==> config.mk <==
export PLATFORM = sky130hd
export DESIGN_NAME = nibble_serial_subtractor
export DESIGN_NICKNAME = d
export VERILOG_FILES = /design/src/rtl/nibble_serial_subtractor_pkg.sv /design/src/rtl/nibble_borrow_select_sub.sv /design/src/rtl/nibble_serial_subtractor.sv
export SDC_FILE = /design/constraint.sdc
export NUM_CORES = 1
export LEC_CHECK = 0
export CAP_MARGIN = 20
export CORE_MARGIN = 3
export CORE_UTILIZATION = 30
export CTS_BUF_LIST = sky130_fd_sc_hd__clkbuf_8
export CTS_CLUSTER_DIAMETER = 120
export DETAILED_ROUTE_END_ITERATION = 10
export DONT_BUFFER_PORTS = 1
export PLACE_DENSITY = 0.43
export RECOVER_POWER = 100
export SYNTH_ARGS = -nofsm -noshare
export SYNTH_HDL_FRONTEND = slang
export SYNTH_HIERARCHICAL = 1
export SYNTH_SLANG_ARGS = --single-unit
==> constraint.sdc <==
create_clock -name clk -period 4.1 [get_ports clk]
set_input_delay 0.41 -clock clk [delete_from_list [all_inputs] [get_ports clk]]
set_output_delay 0.41 -clock clk [all_outputs]
set_load 0.01 [all_outputs]
==> src/rtl/nibble_serial_subtractor_pkg.sv <==
// Shared constants, FSM state type and index sizing for the nibble-serial subtractor.
package nsub_pkg;

  localparam int unsigned NIBBLE_W = 4;

  typedef enum logic [1:0] {
    IDLE = 2'd0,
    RUN  = 2'd1,
    DONE = 2'd2
  } state_e;

  // Nibble index width for an n-bit operand; never narrower than one bit.
  function automatic int unsigned idx_width(input int unsigned n);
    int unsigned nibbles;
    nibbles = n / NIBBLE_W;
    return (nibbles <= 1) ? 1 : unsigned'($clog2(nibbles));
  endfunction

endpackage

==> src/rtl/nibble_borrow_select_sub.sv <==
// One 4-bit subtract slice: both borrow-in outcomes are formed up front and bin picks one.
module nibble_borrow_select_sub
  import nsub_pkg::*;
(
  input  logic [NIBBLE_W-1:0] a,
  input  logic [NIBBLE_W-1:0] b,
  input  logic                bin,
  output logic [NIBBLE_W-1:0] d,
  output logic                bout
);

  localparam int unsigned SUM_W = NIBBLE_W + 1;

  logic [SUM_W-1:0] sum_b0;
  logic [SUM_W-1:0] sum_b1;

  // a - b - bin as a + ~b + !bin; borrow-out is the inverted carry.
  assign sum_b0 = {1'b0, a} + {1'b0, ~b} + SUM_W'(1);
  assign sum_b1 = {1'b0, a} + {1'b0, ~b};

  assign d    = bin ? sum_b1[NIBBLE_W-1:0] : sum_b0[NIBBLE_W-1:0];
  assign bout = bin ? ~sum_b1[NIBBLE_W]    : ~sum_b0[NIBBLE_W];

endmodule

==> src/rtl/nibble_serial_subtractor.sv <==
// N-bit a - b - bin computed one nibble per clock behind valid/ready handshakes.
// Define NSUB_OVF_EN to add the registered signed-overflow output ovf.
module nibble_serial_subtractor
  import nsub_pkg::*;
#(
  parameter int unsigned N = 64
) (
  input  logic         clk,
  input  logic         rst_n,
  input  logic         in_valid,
  output logic         in_ready,
  input  logic [N-1:0] a,
  input  logic [N-1:0] b,
  input  logic         bin,
  output logic         out_valid,
  input  logic         out_ready,
  output logic [N-1:0] diff,
  output logic         bout
`ifdef NSUB_OVF_EN
  ,
  output logic         ovf
`endif
);

  localparam int unsigned NIB   = N / NIBBLE_W;
  localparam int unsigned IDX_W = idx_width(N);
  localparam logic [IDX_W-1:0] LAST_IDX = IDX_W'(NIB - 1);

  state_e           state_q, state_d;
  logic [IDX_W-1:0] idx_q, idx_d;
  logic [N-1:0]     a_q, a_d;
  logic [N-1:0]     b_q, b_d;
  logic             borrow_q, borrow_d;
  logic [N-1:0]     diff_d;
  logic             bout_d;
  logic             in_ready_d;
  logic             out_valid_d;
`ifdef NSUB_OVF_EN
  logic             ovf_d;
`endif

  logic [IDX_W+1:0]    bit_base;
  logic [NIBBLE_W-1:0] nib_a, nib_b, nib_d;
  logic                nib_bout;

  assign bit_base = {idx_q, 2'b00};
  assign nib_a    = a_q[bit_base +: NIBBLE_W];
  assign nib_b    = b_q[bit_base +: NIBBLE_W];

  nibble_borrow_select_sub u_slice (
    .a    (nib_a),
    .b    (nib_b),
    .bin  (borrow_q),
    .d    (nib_d),
    .bout (nib_bout)
  );

  // Next-state and registered-output computation.
  always_comb begin
    state_d     = state_q;
    idx_d       = idx_q;
    a_d         = a_q;
    b_d         = b_q;
    borrow_d    = borrow_q;
    diff_d      = diff;
    bout_d      = bout;
    in_ready_d  = in_ready;
    out_valid_d = out_valid;
`ifdef NSUB_OVF_EN
    ovf_d       = ovf;
`endif
    unique case (state_q)
      IDLE: begin
        if (in_valid && in_ready) begin
          a_d        = a;
          b_d        = b;
          borrow_d   = bin;
          idx_d      = '0;
          diff_d     = '0;
          bout_d     = 1'b0;
`ifdef NSUB_OVF_EN
          ovf_d      = 1'b0;
`endif
          in_ready_d = 1'b0;
          state_d    = RUN;
        end
      end
      RUN: begin
        diff_d[bit_base +: NIBBLE_W] = nib_d;
        borrow_d = nib_bout;
        if (idx_q == LAST_IDX) begin
          bout_d      = nib_bout;
`ifdef NSUB_OVF_EN
          // Overflow only when operand signs differ and the result sign leaves a's.
          ovf_d       = (a_q[N-1] != b_q[N-1]) && (nib_d[NIBBLE_W-1] != a_q[N-1]);
`endif
          out_valid_d = 1'b1;
          state_d     = DONE;
        end else begin
          idx_d = idx_q + IDX_W'(1);
        end
      end
      DONE: begin
        if (out_ready) begin
          out_valid_d = 1'b0;
          in_ready_d  = 1'b1;
          state_d     = IDLE;
        end
      end
      default: begin
        out_valid_d = 1'b0;
        in_ready_d  = 1'b1;
        state_d     = IDLE;
      end
    endcase
  end

  always_ff @(posedge clk or negedge rst_n) begin
    if (!rst_n) begin
      state_q   <= IDLE;
      idx_q     <= '0;
      a_q       <= '0;
      b_q       <= '0;
      borrow_q  <= 1'b0;
      diff      <= '0;
      bout      <= 1'b0;
      in_ready  <= 1'b1;
      out_valid <= 1'b0;
`ifdef NSUB_OVF_EN
      ovf       <= 1'b0;
`endif
    end else begin
      state_q   <= state_d;
      idx_q     <= idx_d;
      a_q       <= a_d;
      b_q       <= b_d;
      borrow_q  <= borrow_d;
      diff      <= diff_d;
      bout      <= bout_d;
      in_ready  <= in_ready_d;
      out_valid <= out_valid_d;
`ifdef NSUB_OVF_EN
      ovf       <= ovf_d;
`endif
    end
  end

endmodule

After elaboration in Yosys (flattened, before gate mapping) --
Cells that the tools add are included.
Operators by class: mux-type cells 22, equal/unequal tests 7, shifts and indexed selects 4, $add $sub $neg 4, reductions and logical operators 10, bitwise logic cells 5
Operators by type and width (number):
- one-hot mux 64 bit (2 select lines) | 1
- variable part select 64 x 7 -> 4 bit | 2
- bitwise mux 64 bit | 1
- 2-to-1 mux 64 bit | 1
- variable shift 4 x 8 -> 64 bit, first input constant | 1
- variable part select 4 x 8 -> 64 bit | 1
- AND reduction 3 bit | 5
- 2-to-1 mux 4 bit | 3
- != test 2 bit, second input constant | 4
- negator 6 -> 8 bit | 1
- one-hot mux 4 bit (2 select lines) | 1
- 2-to-1 mux 1 bit | 7
- 2-to-1 mux 2 bit | 3
- one-hot mux 1 bit (3 select lines) | 2
- one-hot mux 2 bit (3 select lines) | 1
- adder 4 x 4 -> 5 bit | 1
- adder 5 x 1 -> 5 bit, second input constant | 1
- adder 4 x 1 -> 4 bit, second input constant | 1
- equality test 4 bit, second input constant | 1
- inverter 1 bit | 4
- inverter 4 bit | 1
- one-hot mux 1 bit (2 select lines) | 2
- AND reduction 2 bit | 2
- equality test 2 x 1 -> 1 bit, second input constant | 1
- other kinds (4) | 4
Storage, ports and cells: register bits 202, input port bits 133

Longest topological paths before layout --
Gate-level depths: netlist (run 1).
depth in word-level cells 8, depth in mapped cells 18, gate-level depth less buffers 16

Modules after synthesis --
Netlist (run 1), hierarchy kept.
Modules (own cells, without submodules):
- nibble_serial_subtractor | cells each 984, times used 1, area each 9236.4 µm², seq. area each 5056.1 µm²
- nibble_borrow_select_sub | cells each 35, times used 1, area each 281.5 µm², seq. area each 0.0 µm²

Worst setup path before layout (run 1) --
Ideal clock, no wire load.
path type reg2reg, from register idx_q[0], to register borrow_q, stages on the path, launching flop included 17, setup time 0.065 ns, setup slack 0.650 ns, clock period less this slack 3.450 ns, data arrival time 3.385 ns, required time 4.035 ns, path buffers 2, cells stage by stage dfrtp_1 buf_6 buf_6 mux4_2 a22oi_1 o21ai_0 ha_1 inv_1 fa_1 inv_1 ha_1 nand2b_1 or3b_1 mux2i_1 a2bb2oi_2 a22oi_1 nand2_1
On the way: elaborated cells on any way between the ends 9, those cells by class add/sub: 2; shift: 2; mux: 2; bitwise: 3
RTL lines:
- from (decl) | RTL line nibble_serial_subtractor.sv:30 | logic [IDX_W-1:0] idx_q, idx_d;
- from (signal assigned) | RTL line nibble_serial_subtractor.sv:134 | idx_q <= idx_d;
- variable part select 64 x 7 -> 4 bit * | RTL line nibble_serial_subtractor.sv:47 | assign nib_a = a_q[bit_base +: NIBBLE_W];
- named net nib_a[0] | RTL line nibble_serial_subtractor.sv:43 | logic [NIBBLE_W-1:0] nib_a, nib_b, nib_d;
- adder 4 x 4 -> 5 bit * | RTL line nibble_borrow_select_sub.sv:18, nibble_borrow_select_sub.sv:19
- adder 5 x 1 -> 5 bit | RTL line nibble_borrow_select_sub.sv:18 | assign sum_b0 = {1'b0, a} + {1'b0, ~b} + SUM_W'(1);
- inverter 1 bit | RTL line nibble_borrow_select_sub.sv:22 | assign bout = bin ? ~sum_b1[NIBBLE_W] : ~sum_b0[NIBBLE_W];
- 2-to-1 mux 1 bit * | RTL line nibble_borrow_select_sub.sv:22
- named net nib_bout | RTL line nibble_serial_subtractor.sv:44 | logic nib_bout;
- one-hot mux 1 bit (2 select lines) * | RTL line nibble_serial_subtractor.sv:72 | unique case (state_q)
- to (signal assigned) | RTL line nibble_serial_subtractor.sv:137 | borrow_q <= borrow_d;
- to (decl) | RTL line nibble_serial_subtractor.sv:33 | logic borrow_q, borrow_d;
The timed path passes the listed nets; every way through them passes the cells marked *. A chain may end at the register's enable or synchronous reset.

Worst setup path after layout (run 1) --
Same ends and word-level chain as after synthesis.

==> results of run 1 <==
-- worst max-delay path, cell delays in order (launching register included) --
cell and delay (ns):
dfrtp_4 0.53, buf_12 0.23, mux4_1 0.60, a22oi_1 0.20
o21ai_0 0.15, ha_1 0.25, inv_1 0.07, fa_1 0.44
inv_1 0.08, ha_1 0.16, nand2b_1 0.10, or3b_1 0.37
mux2i_1 0.17, a2bb2oi_2 0.18, a22oi_1 0.10, nand2_1 0.10
-- registers in the layout, summed over array words and instances, names as in the netlist --
signal / cells
a_q: 64
b_q: 64
diff: 64
idx_q: 4
state_q: 2
borrow_q: 1
bout: 1
in_ready: 1
out_valid: 1
-- layer usage --
layer | share of wire, % | GRT usage (%)
met5 | 0 | 0
met4 | 2.2 | 4.63
met1 | 45 | 22.3
met2 | 46 | 26.7
met3 | 6.1 | 3.69
-- worst min-delay path by stage --
stage	endpoint	depth (start not counted)
after global placement	diff[10]	0
after CTS	a_q[63]	0
after detailed placement	diff[11]	0
after global routing	diff[10]	0
final	diff[16]	0
after floorplan	a_q[0]	0
-- power groups by stage --
stage / Sequential (mW) / Combinational [mW] / Clock (mW)
final: 3.68 / 5.58 / 1.96
after CTS: 3.70 / 5.73 / 2.04
after floorplan: 3.44 / 3.97 / 0
after detailed placement: 3.73 / 5.63 / 0
after global placement: 3.73 / 5.55 / 0
after global routing: 3.81 / 6.25 / 2.13
-- synthesized netlist by cell type, types with 3 or more instances --
library cell	instances
inv_1	15
buf_6	6
nand2_1	455
a22oi_1	7
o22ai_1	3
a22o_1	16
a31oi_1	4
mux4_2	15
dfrtp_1	201
a221oi_1	13
clkbuf_1	30
nor2_1	24
nand2b_1	7
buf_1	3
o21ai_0	33
a21oi_1	7
and2_1	6
mux2i_1	53
xnor2_1	9
buf_2	19
nand3_1	39
buf_4	3
ha_1	9
-- final cells by class --
type | count | area, µm²
Clock inverter | 19 | 108
Clock buffer | 47 | 647
Tap cell | 396 | 495
Timing Repair Buffer | 125 | 1200
Sequential cell | 202 | 5060
Multi-Input combinational cell | 739 | 4080
Fill cell | 3158 | 19300
Inverter | 16 | 60.1
-- logic make-up (layout without fill, tap and decap cells) --
family / count (synthesis) / after routing / synth area share (%)
compound gates: 98 / 98 / 7.31
xor+xnor: 10 / 10 / 0.999
fa+ha+maj: 10 / 10 / 1.39
buf+inv: 78 / 207 / 4.04
flops: 202 / 202 / 53.1
mux: 70 / 70 / 9.68
simple gates: 551 / 551 / 23.5
-- through the flow --
step	std cells	cell area, µm²	hold slack [ns]
global route	1544	11600	-0.428
finish	1544	11600	-0.408
global placement	1371	9850	0.127
detailed placement	1371	9850	0.131
CTS	1544	11700	-0.464
floorplan	1019	9520	0.114
-- repair_timing --
action	4_1_cts	5_1_grt
endpoints found under the setup margin	0	4
gates resized for setup	0	2
endpoints found under the hold margin	309	202
==> results.json, run 1 <==
{
  "crit_arrival_ns": 4.26,
  "critPathLaunch": "idx_q[0]",
  "finalMaxSlewViolations": 50,
  "placement.io_buffers": 0,
  "layout_setup_ws_ns": 0.328,
  "io_pins": 200,
  "leakage_nw": 5.64,
  "tightest_slew_margin_relative_to_the_limit_pct": -9.90,
  "syn-num-nets": 1162,
  "ir_worst_vdd_mv": 1.11,
  "synth_area_leader_cell": "dfrtp_1",
  "dr_total_vias": 7309,
  "max_freq_mhz": 265,
  "design.core.area_mm2": 0.0309,
  "detail_route.vias_per_cell": 4.73,
  "worst-slew-pin-transition_ns": 1.65,
  "vias_in_the_first_global_route": 7648,
  "clock_insertion_delay_worst_skew_ns": 0.55,
  "clock_tree.buffer_depth": 3,
  "synth.yosys.seq_area_share_pct": 53.1,
  "dp_hpwl_um": 19000,
  "setup_total_negative_slack_ns": 0,
  "p_per_area_mw_per_mm2": 962,
  "netlist_top_cells_area": "dfrtp_1 (53%), nand2_1 (18%), mux2i_1 (5.6%)",
  "hold_viol": 202,
  "timing.critical_path.fanout_max": 20,
  "initialDrtViolationCount": 400,
  "fin_hold_ws_ns": -0.408,
  "grt_max_degree": 203,
  "numnets_final": 1267,
  "p_int_mw": 6.11,
  "tritoncts_clock_tree": "built",
  "flow.area_growth_from_synthesis_pct": 22.4,
  "final.period_utilization_pct": 92.0,
  "netlist.area_leader.share_pct": 52.8,
  "status": "finished with violations",
  "ctsHoldBuffers": 107,
  "placementRows": 64,
  "synth_edf_count": 0,
  "initial_core_util_pct": 30.8,
  "yosys_warnings": 6,
  "rsz0062_at_grt": "no",
  "pwr-share-clk_pct": 17.5,
  "worstSetupEndpoint": "borrow_q",
  "synth_async_reset_ratio_pct": 100,
  "final_util_pct": 37.7,
  "class_of_the_most_critical_hold_timing_path": "primary input to asynchronous set/reset pin",
  "netlist_area_mm2": 0.00952,
  "post-place-ws_ns": 0.337,
  "clk_pin_slew_ns": 0.06,
  "final_cell_mix": "nand2_1 (454), dfrtp_1 (200), dlygate4sd3_1 (107), mux2i_1 (53), clkbuf_8 (47)",
  "fraction_of_final_layout_cells_with_drive_strength_greater_than_1_pct": 8.62,
  "grt.total_usage_pct": 16.5,
  "post_cts_buffers": 0,
  "cts_h_tree_depth": 2,
  "failing_checks": "negative hold slack, max-capacitance violations, max-slew violations",
  "seq_power_share_pct": 32.8,
  "detail_route.drc_violations": 0,
  "globalRouteOverflowTotal": 0,
  "route.final.wire_length_um": 27900,
  "setup_violations": 0,
  "fin_skew_ns": 0.0339,
  "layout_commonest_cell": "nand2_1",
  "grt_antenna_before_repair": 0,
  "dieWidth_um": 184,
  "gp_congestion": 0.764,
  "antenna_left": 0,
  "comb_power_share_pct": 49.7,
  "netSwitchingFraction_pct": 45.5,
  "grt_first_pass_wirelength_um": 43700,
  "syn-instance-count": 1019,
  "final_min_period_ns": 3.77,
  "wire_per_inst_um": 18.0,
  "r2r.worst_path.cells": 15,
  "r2r_setup_slack_ns": 0.33,
  "n_antenna_cell": 0,
  "cts_made_buffers": 40,
  "netSwitchingPower_mw": 5.10,
  "dieHeight_um": 184,
  "cp-end-kind": "register",
  "synth.ff_latch_count": 202,
  "timing.rr.start": "idx_q[0]",
  "firstDrtPassIters": 4,
  "p_total_mw": 11.2,
  "timing.rr.end": "borrow_q",
  "reported_max_cap_violation_count": 1,
  "main_synth_ff_type": "dfrtp_1",
  "worst-endpoint-required_ns": 4.59,
  "synth_cell_type_count": 58,
  "syn_area_per_cell_um2": 9.34,
  "dieArea_mm2": 0.0339,
  "setup.worst_path.start_class": "register",
  "numClockSinks": 202,
  "cts.root.buffer_cell": "clkbuf_8",
  "path_class": "register to register"
}
No activity file was read; power rests on OpenSTA's default activity.
==> inputs of run 2 (changes only) <==
Settings changed: CELL_PAD_IN_SITES_DETAIL_PLACEMENT from default to 1, CELL_PAD_IN_SITES_GLOBAL_PLACEMENT from default to 2, PLACE_DENSITY 0.43 to 0.63.
==> run 2 against run 1 <==
  * Utilization is 0.81 points lower
  * Fmax shrank 0.63%
  * Register-to-register slack got worse by 0.02 ns
  * Non-clock buffer count is 22 lower
  * Combinational power is 3% higher
  * Clock skew shrank 0.016 ns
  * Sequential power about the same
  * Largest cell class unchanged
  * Via count rose by 0.18%
  * Power is 0.91% higher
  * Wire length grew 7.5%
  * The flow still finishes with violations (negative hold slack, max-capacitance violations, max-slew violations)
==> results.json, run 2 (synthesized netlist as in run 1, its figures left out) <==
{
  "status": "finished with violations",
  "failing_checks": "negative hold slack, max-capacitance violations, max-slew violations",
  "area_occupied_by_multi_input_gates_mm2": 0.00406,
  "initial_core_util_pct": 30.8,
  "numnets_final": 1244,
  "rsz0062_at_grt": "no",
  "grt_first_pass_wirelength_um": 46900,
  "detail_route.drc_violations": 0,
  "path_cells": "nor3b_1 -> nand2_1 -> clkbuf_4 -> nand2_1 -> nand2_1",
  "firstDrtPassIters": 4,
  "numClockSinks": 202,
  "cts_made_buffers": 39,
  "crit_arrival_ns": 4.24,
  "critical_path.slowest_cell": "clkbuf_4",
  "initialDrtViolationCount": 300,
  "antenna_left": 0,
  "cts_h_tree_depth": 2,
  "dieHeight_um": 184,
  "setup_total_negative_slack_ns": 0,
  "hold_viol": 202,
  "detail_route.vias_per_cell": 4.81,
  "finalMaxSlewViolations": 181,
  "io_pins": 200,
  "dr_total_vias": 7322,
  "post-place-ws_ns": 0.274,
  "p_per_area_mw_per_mm2": 993,
  "path_class": "register to register",
  "r2r_setup_slack_ns": 0.30,
  "final.period_utilization_pct": 92.6,
  "dieWidth_um": 184,
  "tritoncts_clock_tree": "built",
  "grt_antenna_before_repair": 1,
  "tightest_slew_margin_relative_to_the_limit_pct": -20.5,
  "final_cell_mix": "nand2_1 (455), dfrtp_1 (200), dlygate4sd3_1 (84), mux2i_1 (53), clkbuf_8 (48)",
  "route.final.wire_length_um": 30000,
  "gp_congestion": 0.757,
  "layout_setup_ws_ns": 0.304,
  "class_of_the_most_critical_hold_timing_path": "primary input to asynchronous set/reset pin",
  "fin_hold_ws_ns": -0.399,
  "grt_max_degree": 203,
  "post_cts_buffers": 0,
  "design.core.area_mm2": 0.0309,
  "reported_max_cap_violation_count": 2,
  "fin_skew_ns": 0.0183,
  "clock_insertion_delay_worst_skew_ns": 0.52,
  "grt.total_usage_pct": 17.7,
  "layout.area.seq_mm2": 0.00506,
  "final_min_period_ns": 3.80,
  "cp-end-kind": "register",
  "worst-slew-pin-transition_ns": 1.80,
  "cts.root.buffer_cell": "clkbuf_8",
  "ir_worst_vdd_mv": 1.02,
  "dp_hpwl_um": 19900,
  "vias_in_the_first_global_route": 8025,
  "max_freq_mhz": 263,
  "crit_path_frequent_cell": "nand2_1",
  "setup_violations": 0,
  "flow.area_growth_from_synthesis_pct": 19.7,
  "wire_per_inst_um": 19.7,
  "fraction_of_final_layout_cells_with_drive_strength_greater_than_1_pct": 8.53,
  "worst_path_largest_cell_delay_ns": 1.33,
  "clk_pin_slew_ns": 0.06,
  "layout_commonest_cell": "nand2_1",
  "clock_tree.buffer_depth": 3,
  "dieArea_mm2": 0.0339,
  "leakage_nw": 5.54,
  "fillers": 3561,
  "placementRows": 64,
  "timing.critical_path.fanout_max": 130,
  "globalRouteOverflowTotal": 0,
  "layout_top_registers": "a_q x64, b_q x64, diff x64",
  "placement.io_buffers": 0,
  "setup.worst_path.start_class": "register",
  "worst-endpoint-required_ns": 4.54
}
## run 2: cell types whose count changed in the layout (fill, tap and decap cells not counted), sizes merged
cell	change
clkinv	+3
diode	+2
bufinv	-1
dlygate4sd3	-23
inv	-3
clkbuf	-1
clkinvlp	-1
buf	+3
## run 2: area by class of cell
type                            instances  share of cell area, %
Tap cell                              396                   4.35
Multi-Input combinational cell        739                   35.6
Clock buffer                           48                   5.80
Antenna cell                            2                 0.0439
Inverter                               16                  0.527
Timing Repair Buffer                  103                   8.71
Sequential cell                       202                   44.4
Clock inverter                         17                  0.604
## run 2: worst paths after layout
| check | startpoint | to | depth (start not counted) |
|---|---|---|---|
| max | state_q[0] | a_q[54] | 5 |
| min reg2reg | a_q[31] | a_q[31] | 2 |
| max reg2reg | state_q[0] | a_q[54] | 5 |
| max in group asynchronous | rst_n | a_q[58] | 0 |
| min | rst_n | diff[47] | 0 |
| min in group clk | b[1] | b_q[1] | 2 |
## run 2: critical path: cells and delay by family, from the launching register on
kind,cells,cell delay [ns]
buf+inv,1,1.33
flops,1,0.46
simple gates,4,1.69
## run 2: metal layers
layer	vias up	part of all wire [%]	track usage, %
met2	180	48	29.8
li1	3533	-	-
met1	3573	45	23.3
met4	0	1.8	4.69
met5	-	0	0
met3	36	4.8	3.59
## run 2: repair_timing
| item | CTS | global route |
|---|---|---|
| setup endpoints to repair | 0 | 11 |
| hold endpoints to repair | 285 | 203 |
| hold buffers | 83 | 1 |
| gates resized for setup | 0 | 2 |
## run 2: through the flow
step	power, mW	utilization, %	hold WS, ns	cell area, µm²	cells
3_3_place_gp	9.45	31.9	0.126	9870	1372
5_1_grt	12.3	36.9	-0.442	11400	1522
4_1_cts	11.6	37.0	-0.440	11400	1520
3_5_place_dp	9.59	31.9	0.125	9870	1372
2_1_floorplan	7.41	-	0.114	9520	1019
6_report	11.3	36.9	-0.399	11400	1523
## run 2: power breakdown
part	leakage, nW	switching [mW]	internal (mW)	total [mW]
logic	2.52	3.59	2.15	5.73
clock network	0.430	0.859	1.05	1.90
registers	2.59	0.762	2.91	3.67
==> inputs of run 3 (changes only) <==
Settings changed: CORE_ASPECT_RATIO from default to 1.25, CORE_UTILIZATION 30 to 40, PLACE_DENSITY 0.63 to 0.81.
==> run 3 against run 2 <==
  * The run still ends with negative hold slack, max-capacitance violations, max-slew violations left
  * Setup slack improved by 0.019 ns
  * Final cell count decreased by 9.5%
  * Clock power decreased by 4%
  * Count of clock-buffer cells in the layout decreased by 4
  * Die area decreased by 24%
  * Non-clock buffer count decreased by 30
  * Fmax increased by 0.50%
  * Sequential share of layout area increased by 1.8 points
  * Hold slack improved by 0.0070 ns
  * Global-route usage increased by 3.3 points
  * Combinational power decreased by 1%
  * Register-to-register slack improved by 0.02 ns
  * Highest routed layer unchanged
==> results.json, run 3 (synthesized netlist as in run 1, its figures left out) <==
{
  "crit_arrival_ns": 4.18,
  "setup_violations": 0,
  "leakage_nw": 5.43,
  "layoutNonFillerInstCount": 1379,
  "gp_congestion": 0.794,
  "grt.total_usage_pct": 21.0,
  "detail_route.drc_violations": 0,
  "ir_worst_vdd_mv": 1.37,
  "numClockSinks": 202,
  "groute.layer.met2.usage_pct": 37.0,
  "fillers": 2681,
  "finalMaxSlewViolations": 87,
  "cp-end-kind": "register",
  "layout_top_registers": "a_q x64, b_q x64, diff x64",
  "worst-slew-pin-transition_ns": 1.60,
  "initialDrtViolationCount": 276,
  "placed_cells_incl_taps": 1263,
  "grt_max_degree": 203,
  "fraction_of_final_layout_cells_with_drive_strength_greater_than_1_pct": 8.98,
  "cts_made_buffers": 35,
  "dieArea_mm2": 0.0257,
  "hold_viol": 202,
  "area_occupied_by_multi_input_gates_mm2": 0.00407,
  "dp_hpwl_um": 18500,
  "p_int_mw": 6.10,
  "netSwitchingFraction_pct": 45.2,
  "initial_core_util_pct": 41.0,
  "tightest_slew_margin_relative_to_the_limit_pct": -6.63,
  "route.final.wire_length_um": 26800,
  "grt_first_pass_wirelength_um": 42200,
  "io_pins": 200,
  "comb_power_share_pct": 50.8,
  "numnets_final": 1210,
  "worst-endpoint-required_ns": 4.50,
  "seq_power_share_pct": 32.8,
  "failing_checks": "negative hold slack, max-capacitance violations, max-slew violations",
  "dr_total_vias": 7237,
  "fin_hold_ws_ns": -0.392,
  "dieWidth_um": 144,
  "clk_pin_slew_ns": 0.06,
  "tritoncts_clock_tree": "built",
  "setup.worst_path.start_class": "register",
  "rsz0062_at_grt": "no",
  "placementRows": 62,
  "cts_h_tree_depth": 2,
  "setup_total_negative_slack_ns": 0,
  "timing.critical_path.fanout_max": 20,
  "layout_commonest_cell": "nand2_1",
  "p_per_area_mw_per_mm2": 1020,
  "globalRouteMet3Util_pct": 4.34,
  "max_freq_mhz": 265,
  "flow.area_growth_from_synthesis_pct": 15.1,
  "n_antenna_cell": 0,
  "final_cell_mix": "nand2_1 (454), dfrtp_1 (200), mux2i_1 (53), dlygate4sd3_1 (48), clkbuf_8 (44)",
  "post-place-ws_ns": 0.277,
  "clock_insertion_delay_worst_skew_ns": 0.51,
  "globalRouteOverflowTotal": 0,
  "cts.root.buffer_cell": "clkbuf_8",
  "path_class": "register to register",
  "class_of_the_most_critical_hold_timing_path": "primary input to asynchronous set/reset pin",
  "reported_max_cap_violation_count": 1,
  "final.period_utilization_pct": 92.1,
  "final_min_period_ns": 3.78,
  "status": "finished with violations",
  "netSwitchingPower_mw": 5.03,
  "layout.area.seq_mm2": 0.00506,
  "clock_tree.buffer_depth": 3,
  "dieHeight_um": 178,
  "ctsHoldBuffers": 48,
  "globalRoute.busiestLayer": "met2",
  "pwr-share-clk_pct": 16.4,
  "wire_per_inst_um": 19.4,
  "placement.io_buffers": 0,
  "met1_routing_resource_usage_after_global_routing_pct": 25.7,
  "antenna_left": 0,
  "grt_antenna_before_repair": 0,
  "vias_in_the_first_global_route": 7873,
  "layout_setup_ws_ns": 0.323,
  "detail_route.vias_per_cell": 5.25,
  "design.core.area_mm2": 0.0232,
  "fin_skew_ns": 0.0157,
  "firstDrtPassIters": 4
}
-- run 3: final timing paths --
| path | from | endpoint | slack (ns) | cells after the start |
|---|---|---|---|---|
| min | rst_n | diff[14] | -0.39 | 0 |
| max reg2reg | idx_q[1] | diff[19] | 0.32 | 16 |
| min in group clk | b[48] | b_q[48] | 0.02 | 2 |
| max | idx_q[1] | diff[19] | 0.32 | 16 |
| min reg2reg | a_q[28] | a_q[28] | 0.47 | 2 |
| max in group asynchronous | rst_n | idx_q[2] | 4.24 | 0 |
-- run 3: final cells by class --
class | instances | share of cell area [%]
flip-flops and latches | 202 | 46.2
multi-input cells | 739 | 37.1
repair buffers | 73 | 6.51
clock buffers | 44 | 5.53
well taps | 288 | 3.29
clock inverters | 17 | 0.845
inverters | 16 | 0.548
-- run 3: power groups by stage --
stage               Clock [mW]  Combinational (mW)  Sequential (mW)
floorplan                    0                3.97             3.44
global placement             0                5.51             3.69
detailed placement           0                5.64             3.71
CTS                       1.89                5.69             3.68
global route              1.98                6.29             3.80
finish                    1.82                5.65             3.65
-- run 3: timing repair --
item | 4_1_cts | 5_1_grt
buffers inserted | 0 | 6
endpoints found under the setup margin | 0 | 2
resized for setup | 0 | 1
endpoints found under the hold margin | 250 | 202
-- run 3: through the flow --
stage	util (%)	power [mW]	cell area [µm²]
final	47.2	11.1	11000
after global routing	47.2	12.1	11000
after CTS	47.0	11.3	10900
after detailed placement	41.9	9.35	9730
after global placement	41.9	9.20	9730
after floorplan	-	7.41	9520
-- run 3: layer usage --
metal  up-vias  routed length, µm
met1      3546              11000
met5         -                  0
met3        45               1380
li1       3460                  -
met2       186              13800
met4         0                695
-- run 3: worst max-delay path, stage by stage, from the launching register on --
cell	delay, ns
dfrtp_1	0.40
buf_4	0.33
mux4_2	0.39
and2_1	0.18
a211oi_1	0.32
a31oi_1	0.07
inv_1	0.08
ha_1	0.16
inv_1	0.06
fa_1	0.42
xnor2_2	0.25
nand3_1	0.13
xnor2_1	0.19
xnor2_1	0.14
buf_4	0.24
nand2_1	0.12
o21ai_0	0.19
